File: src/rtl/md_issue_ctrl_pkg.sv
// Shared definitions for the HI/LO multiply/divide issue controller:
// op-class codes, controller states, default unit latencies and op helpers.
package md_issue_ctrl_pkg;

  localparam logic [3:0] MD_NONE  = 4'd0;
  localparam logic [3:0] MD_MULT  = 4'd1;
  localparam logic [3:0] MD_MULTU = 4'd2;
  localparam logic [3:0] MD_DIV   = 4'd3;
  localparam logic [3:0] MD_DIVU  = 4'd4;
  localparam logic [3:0] MD_MFHI  = 4'd5;
  localparam logic [3:0] MD_MFLO  = 4'd6;
  localparam logic [3:0] MD_MTHI  = 4'd7;
  localparam logic [3:0] MD_MTLO  = 4'd8;

  typedef enum logic {
    IDLE = 1'b0,
    RUN  = 1'b1
  } md_state_t;

  localparam int unsigned MD_MULT_LAT_DEF  = 32'd5;
  localparam int unsigned MD_DIV_LAT_DEF   = 32'd10;
  localparam int unsigned MD_ABORT_WIN_DEF = 32'd2;

  function automatic logic md_is_start(input logic [3:0] op);
    return (op >= MD_MULT) && (op <= MD_DIVU);
  endfunction

  function automatic logic md_is_hilo(input logic [3:0] op);
    return (op >= MD_MULT) && (op <= MD_MTLO);
  endfunction

  function automatic logic md_is_div(input logic [3:0] op);
    return (op == MD_DIV) || (op == MD_DIVU);
  endfunction

  // Codes 9-15 carry no HI/LO meaning and are squashed to MD_NONE.
  function automatic logic [3:0] md_legal(input logic [3:0] op);
    return md_is_hilo(op) ? op : MD_NONE;
  endfunction

endpackage

File: src/rtl/md_lat_counter.sv
// Occupancy timer for the mult/div unit: remaining-cycle down-counter plus
// cycles-since-start counter, with end-of-operation and abort-window flags.
module md_lat_counter #(
  parameter int unsigned CW        = 4,
  parameter int unsigned ABORT_WIN = 2
) (
  input  logic          clk,
  input  logic          reset,
  input  logic          load,
  input  logic [CW-1:0] load_val,
  input  logic          abort,
  input  logic          dec,
  output logic          last,
  output logic          in_win
);

  localparam logic [CW-1:0] ZERO = CW'(32'd0);
  localparam logic [CW-1:0] ONE  = CW'(32'd1);

  logic [CW-1:0] cnt_r;
  logic [CW-1:0] elapsed_r;

  // Abort wins over a fresh load, which wins over the countdown.
  always_ff @(posedge clk) begin
    if (reset) begin
      cnt_r     <= ZERO;
      elapsed_r <= ZERO;
    end else if (abort) begin
      cnt_r     <= ZERO;
      elapsed_r <= ZERO;
    end else if (load) begin
      cnt_r     <= load_val;
      elapsed_r <= ONE;
    end else if (dec) begin
      if (cnt_r > ONE) begin
        cnt_r     <= cnt_r - ONE;
        elapsed_r <= elapsed_r + ONE;
      end else begin
        cnt_r     <= ZERO;
        elapsed_r <= ZERO;
      end
    end else begin
      cnt_r     <= cnt_r;
      elapsed_r <= elapsed_r;
    end
  end

  // Flags derived from the current count; cnt<=1 also guards a 1-cycle latency.
  always_comb begin
    last   = (cnt_r <= ONE);
    in_win = (32'(elapsed_r) < ABORT_WIN);
  end

endmodule

File: src/rtl/md_issue_ctrl.sv
// Issue/hazard controller for the shared HI/LO multiply/divide unit: D->E op
// register, start strobe, occupancy tracking, D-stage stall and abort.
module md_issue_ctrl
  import md_issue_ctrl_pkg::*;
#(
  parameter int unsigned MULT_LAT  = MD_MULT_LAT_DEF,
  parameter int unsigned DIV_LAT   = MD_DIV_LAT_DEF,
  parameter int unsigned ABORT_WIN = MD_ABORT_WIN_DEF
) (
  input  logic        clk,
  input  logic        reset,
  input  logic [3:0]  md_opD,
  input  logic        flushE,
  input  logic        Exception,
  output logic        stallD,
  output logic [3:0]  md_opE,
  output logic        startE,
  output logic        md_busy,
  output logic        md_done,
  output logic        md_abort,
  output logic [31:0] stall_cnt
);

  localparam int unsigned   MAX_LAT   = (DIV_LAT > MULT_LAT) ? DIV_LAT : MULT_LAT;
  localparam int unsigned   CW        = $clog2(MAX_LAT + 32'd1);
  localparam logic [CW-1:0] MULT_LOAD = CW'(MULT_LAT - 32'd1);
  localparam logic [CW-1:0] DIV_LOAD  = CW'(DIV_LAT - 32'd1);
  localparam logic          START_WIN = (ABORT_WIN != 32'd0);

  md_state_t     state_r;
  logic          run_s;
  logic          abort_s;
  logic          last_s;
  logic          in_win_s;
  logic [CW-1:0] load_val_s;

  // Start strobe, occupancy, HI/LO hazard stall and abort qualification.
  always_comb begin
    startE  = md_is_start(md_opE);
    run_s   = (state_r == RUN);
    md_busy = startE | run_s;
    stallD  = md_is_hilo(md_opD) & md_busy;
    abort_s = Exception & ((startE & START_WIN) | (run_s & in_win_s));
    if (md_is_div(md_opE)) begin
      load_val_s = DIV_LOAD;
    end else begin
      load_val_s = MULT_LOAD;
    end
  end

  md_lat_counter #(
    .CW        (CW),
    .ABORT_WIN (ABORT_WIN)
  ) u_lat (
    .clk      (clk),
    .reset    (reset),
    .load     (startE),
    .load_val (load_val_s),
    .abort    (abort_s),
    .dec      (run_s),
    .last     (last_s),
    .in_win   (in_win_s)
  );

  // Controller FSM with registered done/abort pulses; abort has top priority.
  always_ff @(posedge clk) begin
    if (reset) begin
      state_r  <= IDLE;
      md_done  <= 1'b0;
      md_abort <= 1'b0;
    end else if (abort_s) begin
      state_r  <= IDLE;
      md_done  <= 1'b0;
      md_abort <= 1'b1;
    end else begin
      md_abort <= 1'b0;
      case (state_r)
        IDLE: begin
          md_done <= 1'b0;
          if (startE) begin
            state_r <= RUN;
          end else begin
            state_r <= IDLE;
          end
        end
        RUN: begin
          if (last_s) begin
            state_r <= IDLE;
            md_done <= 1'b1;
          end else begin
            state_r <= RUN;
            md_done <= 1'b0;
          end
        end
        default: begin
          state_r <= IDLE;
          md_done <= 1'b0;
        end
      endcase
    end
  end

  // D->E op register; a stalled or flushed slot becomes a bubble.
  always_ff @(posedge clk) begin
    if (reset) begin
      md_opE <= MD_NONE;
    end else if (flushE | stallD) begin
      md_opE <= MD_NONE;
    end else begin
      md_opE <= md_legal(md_opD);
    end
  end

  // Saturating count of stalled D cycles.
  always_ff @(posedge clk) begin
    if (reset) begin
      stall_cnt <= 32'd0;
    end else if (stallD && (stall_cnt != 32'hFFFF_FFFF)) begin
      stall_cnt <= stall_cnt + 32'd1;
    end else begin
      stall_cnt <= stall_cnt;
    end
  end

endmodule
File: config.mk
export PLATFORM = sky130hd
export DESIGN_NAME = md_issue_ctrl
export DESIGN_NICKNAME = d
export VERILOG_FILES = /design/src/rtl/md_issue_ctrl_pkg.sv /design/src/rtl/md_lat_counter.sv /design/src/rtl/md_issue_ctrl.sv
export SDC_FILE = /design/constraint.sdc
export NUM_CORES = 1
export LEC_CHECK = 0
export CORE_ASPECT_RATIO = 0.9
export CORE_MARGIN = 2
export CORE_UTILIZATION = 42
export CTS_CLUSTER_DIAMETER = 60
export DETAILED_ROUTE_END_ITERATION = 16
export PLACE_DENSITY_LB_ADDON = 0.25
export SYNTH_ARGS = -nofsm -noshare
export SYNTH_HDL_FRONTEND = slang
export SYNTH_SLANG_ARGS = --single-unit
export TNS_END_PERCENT = 1
File: constraint.sdc
create_clock -name clk -period 3.2 [get_ports clk]
set_input_delay 0.64 -clock clk [delete_from_list [all_inputs] [get_ports clk]]
set_output_delay 0.64 -clock clk [all_outputs]
set_load 0.03 [all_outputs]
==> qor.yml <==
outcome: "finished clean"
synth_cells: 296
crit_slowest_cell: "nor4_1"
end_kind: "primary output"
drt-pass1-iter-count: 4
hp-class: "reg2reg"
grt.overflow.total: 0
h-tree-depth: 2
dr_total_vias: 2437
die_area_um2: 6510
clk_pin_slew_ps: 90
dieHeight_um: 76.8
grt_start_max_net_pins: 36
first_global_vias: 2154
area_growth_pct: 23.7
cts_setup_buffers: 0
max_stage_delay_ps: 550
grt_pass1_wl_um: 10200
ant_nets: 0
cts_tree: "done"
power_density_nw_per_um2: 371
io_pins: 49
fmax_mhz: 348
synth-seq-cells: 47
gp_congestion: 0.794
vias_per_cell: 5.90
grtUsageTotal: 0.191
hpwl_um: 4210
num_antenna_cells: 0
initial_core_util: 0.434
drt_wl_total_um: 6090
yosysWarnings: 0
placed_cells_incl_taps: 405
ys.flop_type: "dfxtp_1"
path_max_fanout: 3
synth.distinct_cells: 49
layout-drive-gt1-share: 0.0845
worstHoldStart: "stall_cnt[17]$_SDFFE_PP0P_"
path_buf_inv: 2
layout.nets: 354
crit_required_ps: 2560
async_reset_ff_frac: 0
syn-num-nets: 308
core_area_um2: 5690
hold_buffers: 0
wl_per_cell_um: 14.7
cap_violations: 0
clock-skew-final_ps: 10.5
critical_path.top_delay_family: "simple AND/OR/NAND/NOR gates"
synthesis.area_um2: 2470
fin_setup_tns_ps: 0
synth_seq_area_share: 0.381
io_buffers: 48
fin_crit_sh: 0.898
maxSlewViolCount: 0
dieWidth_um: 84.8
startpoint: "md_opD[2]"
finalCriticalPeriod_ps: 2880
hold_viol: 0
worst_pin_slew_ps: 573
peakVddDrop_uv: 211
synth_edf_count: 0
critical_path_arrival_ps: 2240
setup_viol: 0
final_core_util: 0.536
clock_path_buffers: 2
cts-resized-gates: 0
cts_num_sinks: 47
first_iter_violations: 162
grt_setup_unrepaired: "false"
antenna_found_initial: 0
path_class: "in2out"
clock_latency_ps: 310
final_cells: 413
start_kind: "input pin"
num_rows: 26
root_buffer: "clkbuf_8"
numCtsBuffers: 5
max_slew_margin: 0.615
drc: 0
avgSynthCellArea_um2: 8.34
r2r-start: "stall_cnt[11]$_SDFFE_PP0P_"
p_leak_uw: 0.000957
path_cells: "clkdlybuf4s50_1 -> nor4_1 -> or2_2 -> and2b_1 -> buf_4"
-- through the flow --
step                cell area, um2  setup slack, ps  hold WS (ps)  total power [uW]
floorplan                     2470              856           469               738
global placement              2970              283           485               786
detailed placement            2970              303           491               789
CTS                           3050              312           506              1140
global route                  3050              235           534              1190
finish                        3050              325           501              1130
-- power breakdown --
| part | internal, uW | switching (uW) | leakage (uW) | total (uW) |
|---|---|---|---|---|
| combinational | 68.3 | 90.5 | 0.000535 | 159 |
| sequential | 598 | 18.7 | 0.000380 | 617 |
| clock | 154 | 202 | 0.0000422 | 356 |
| total | 820 | 311 | 0.000957 | 1130 |
-- synthesized netlist by cell type (4+ instances only) --
cell type | count | area (um2)
dfxtp_1 | 47 | 941
a21oi_1 | 34 | 170
nand2_1 | 22 | 82.6
nor2_1 | 22 | 82.6
o21ai_0 | 19 | 95.1
or3_1 | 16 | 100
nand3_1 | 14 | 70.1
o31ai_1 | 14 | 105
or4_1 | 13 | 97.6
nand4_1 | 11 | 68.8
nor3_1 | 11 | 55.1
inv_1 | 8 | 30.0
buf_6 | 4 | 45.0
clkbuf_1 | 4 | 15.0
ha_1 | 4 | 50.1
nor4_1 | 4 | 25.0
-- worst register-to-register path: stages (launching register included) --
cell and delay [ps]:
dfxtp_1 430, nand4_1 300, nor4_4 430, nand4_1 390
or3_1 460, a21oi_1 140
-- routing by layer --
metal | global-route usage | up-vias | routed length (um)
li1 | - | 1207 | -
met1 | 0.263 | 1164 | 2980
met2 | 0.297 | 61 | 2790
met3 | 0.0377 | 5 | 259
met4 | 0.0635 | 0 | 59
met5 | 0 | - | 0
-- registers in the layout, summed over array words and instances, names as in the netlist --
signal / flops
stall_cnt: 32
md_opE: 4
u_lat.cnt_r: 4
u_lat.elapsed_r: 4
md_abort: 1
md_done: 1
run_s: 1
-- kinds of logic (layout without fill, tap and decap cells) --
kind of cell,after synthesis,after routing,share of synthesized area
xor gates and xnor gates,3,3,0.0106
AOI/OAI and AO/OA,78,78,0.194
adders and majority gates,4,4,0.0203
and+or+nand+nor,141,141,0.335
buffers and inverters,20,67,0.0466
muxes,3,3,0.0127
DFF,47,47,0.381
-- area by class of cell --
class | count | area (um2)
Clock inverter | 1 | 5.00
Inverter | 8 | 30.0
Tap cell | 70 | 87.6
Timing Repair Buffer | 51 | 500
Multi-Input combinational cell | 229 | 1410
Sequential cell | 47 | 941
Clock buffer | 7 | 76.3
Fill cell | 543 | 2640
-- worst paths after layout --
path,endpoint,slack [ps],cells past startpoint
max,stallD,320,5
min,stall_cnt[17]$_SDFFE_PP0P_,500,2
max reg2reg,stall_cnt[26]$_SDFFE_PP0P_,1000,5
min reg2reg,stall_cnt[17]$_SDFFE_PP0P_,500,2
-- layout by cell type (no fill, tap or decap), drive strengths merged, types with 2 or more instances in the layout --
cell	n
a21oi	34
and2	4
and3b	2
buf	4
clkbuf	7
clkdlybuf4s50	47
dfxtp	47
ha	4
inv	8
mux2i	2
nand2	24
nand2b	2
nand3	14
nand4	14
nor2	22
nor2b	2
nor3	13
nor4	5
o21a	2
o21ai	20
o31a	2
o31ai	15
or2	3
or3	17
or4	14
xor2	3
Power figures use the tool's default switching activity.
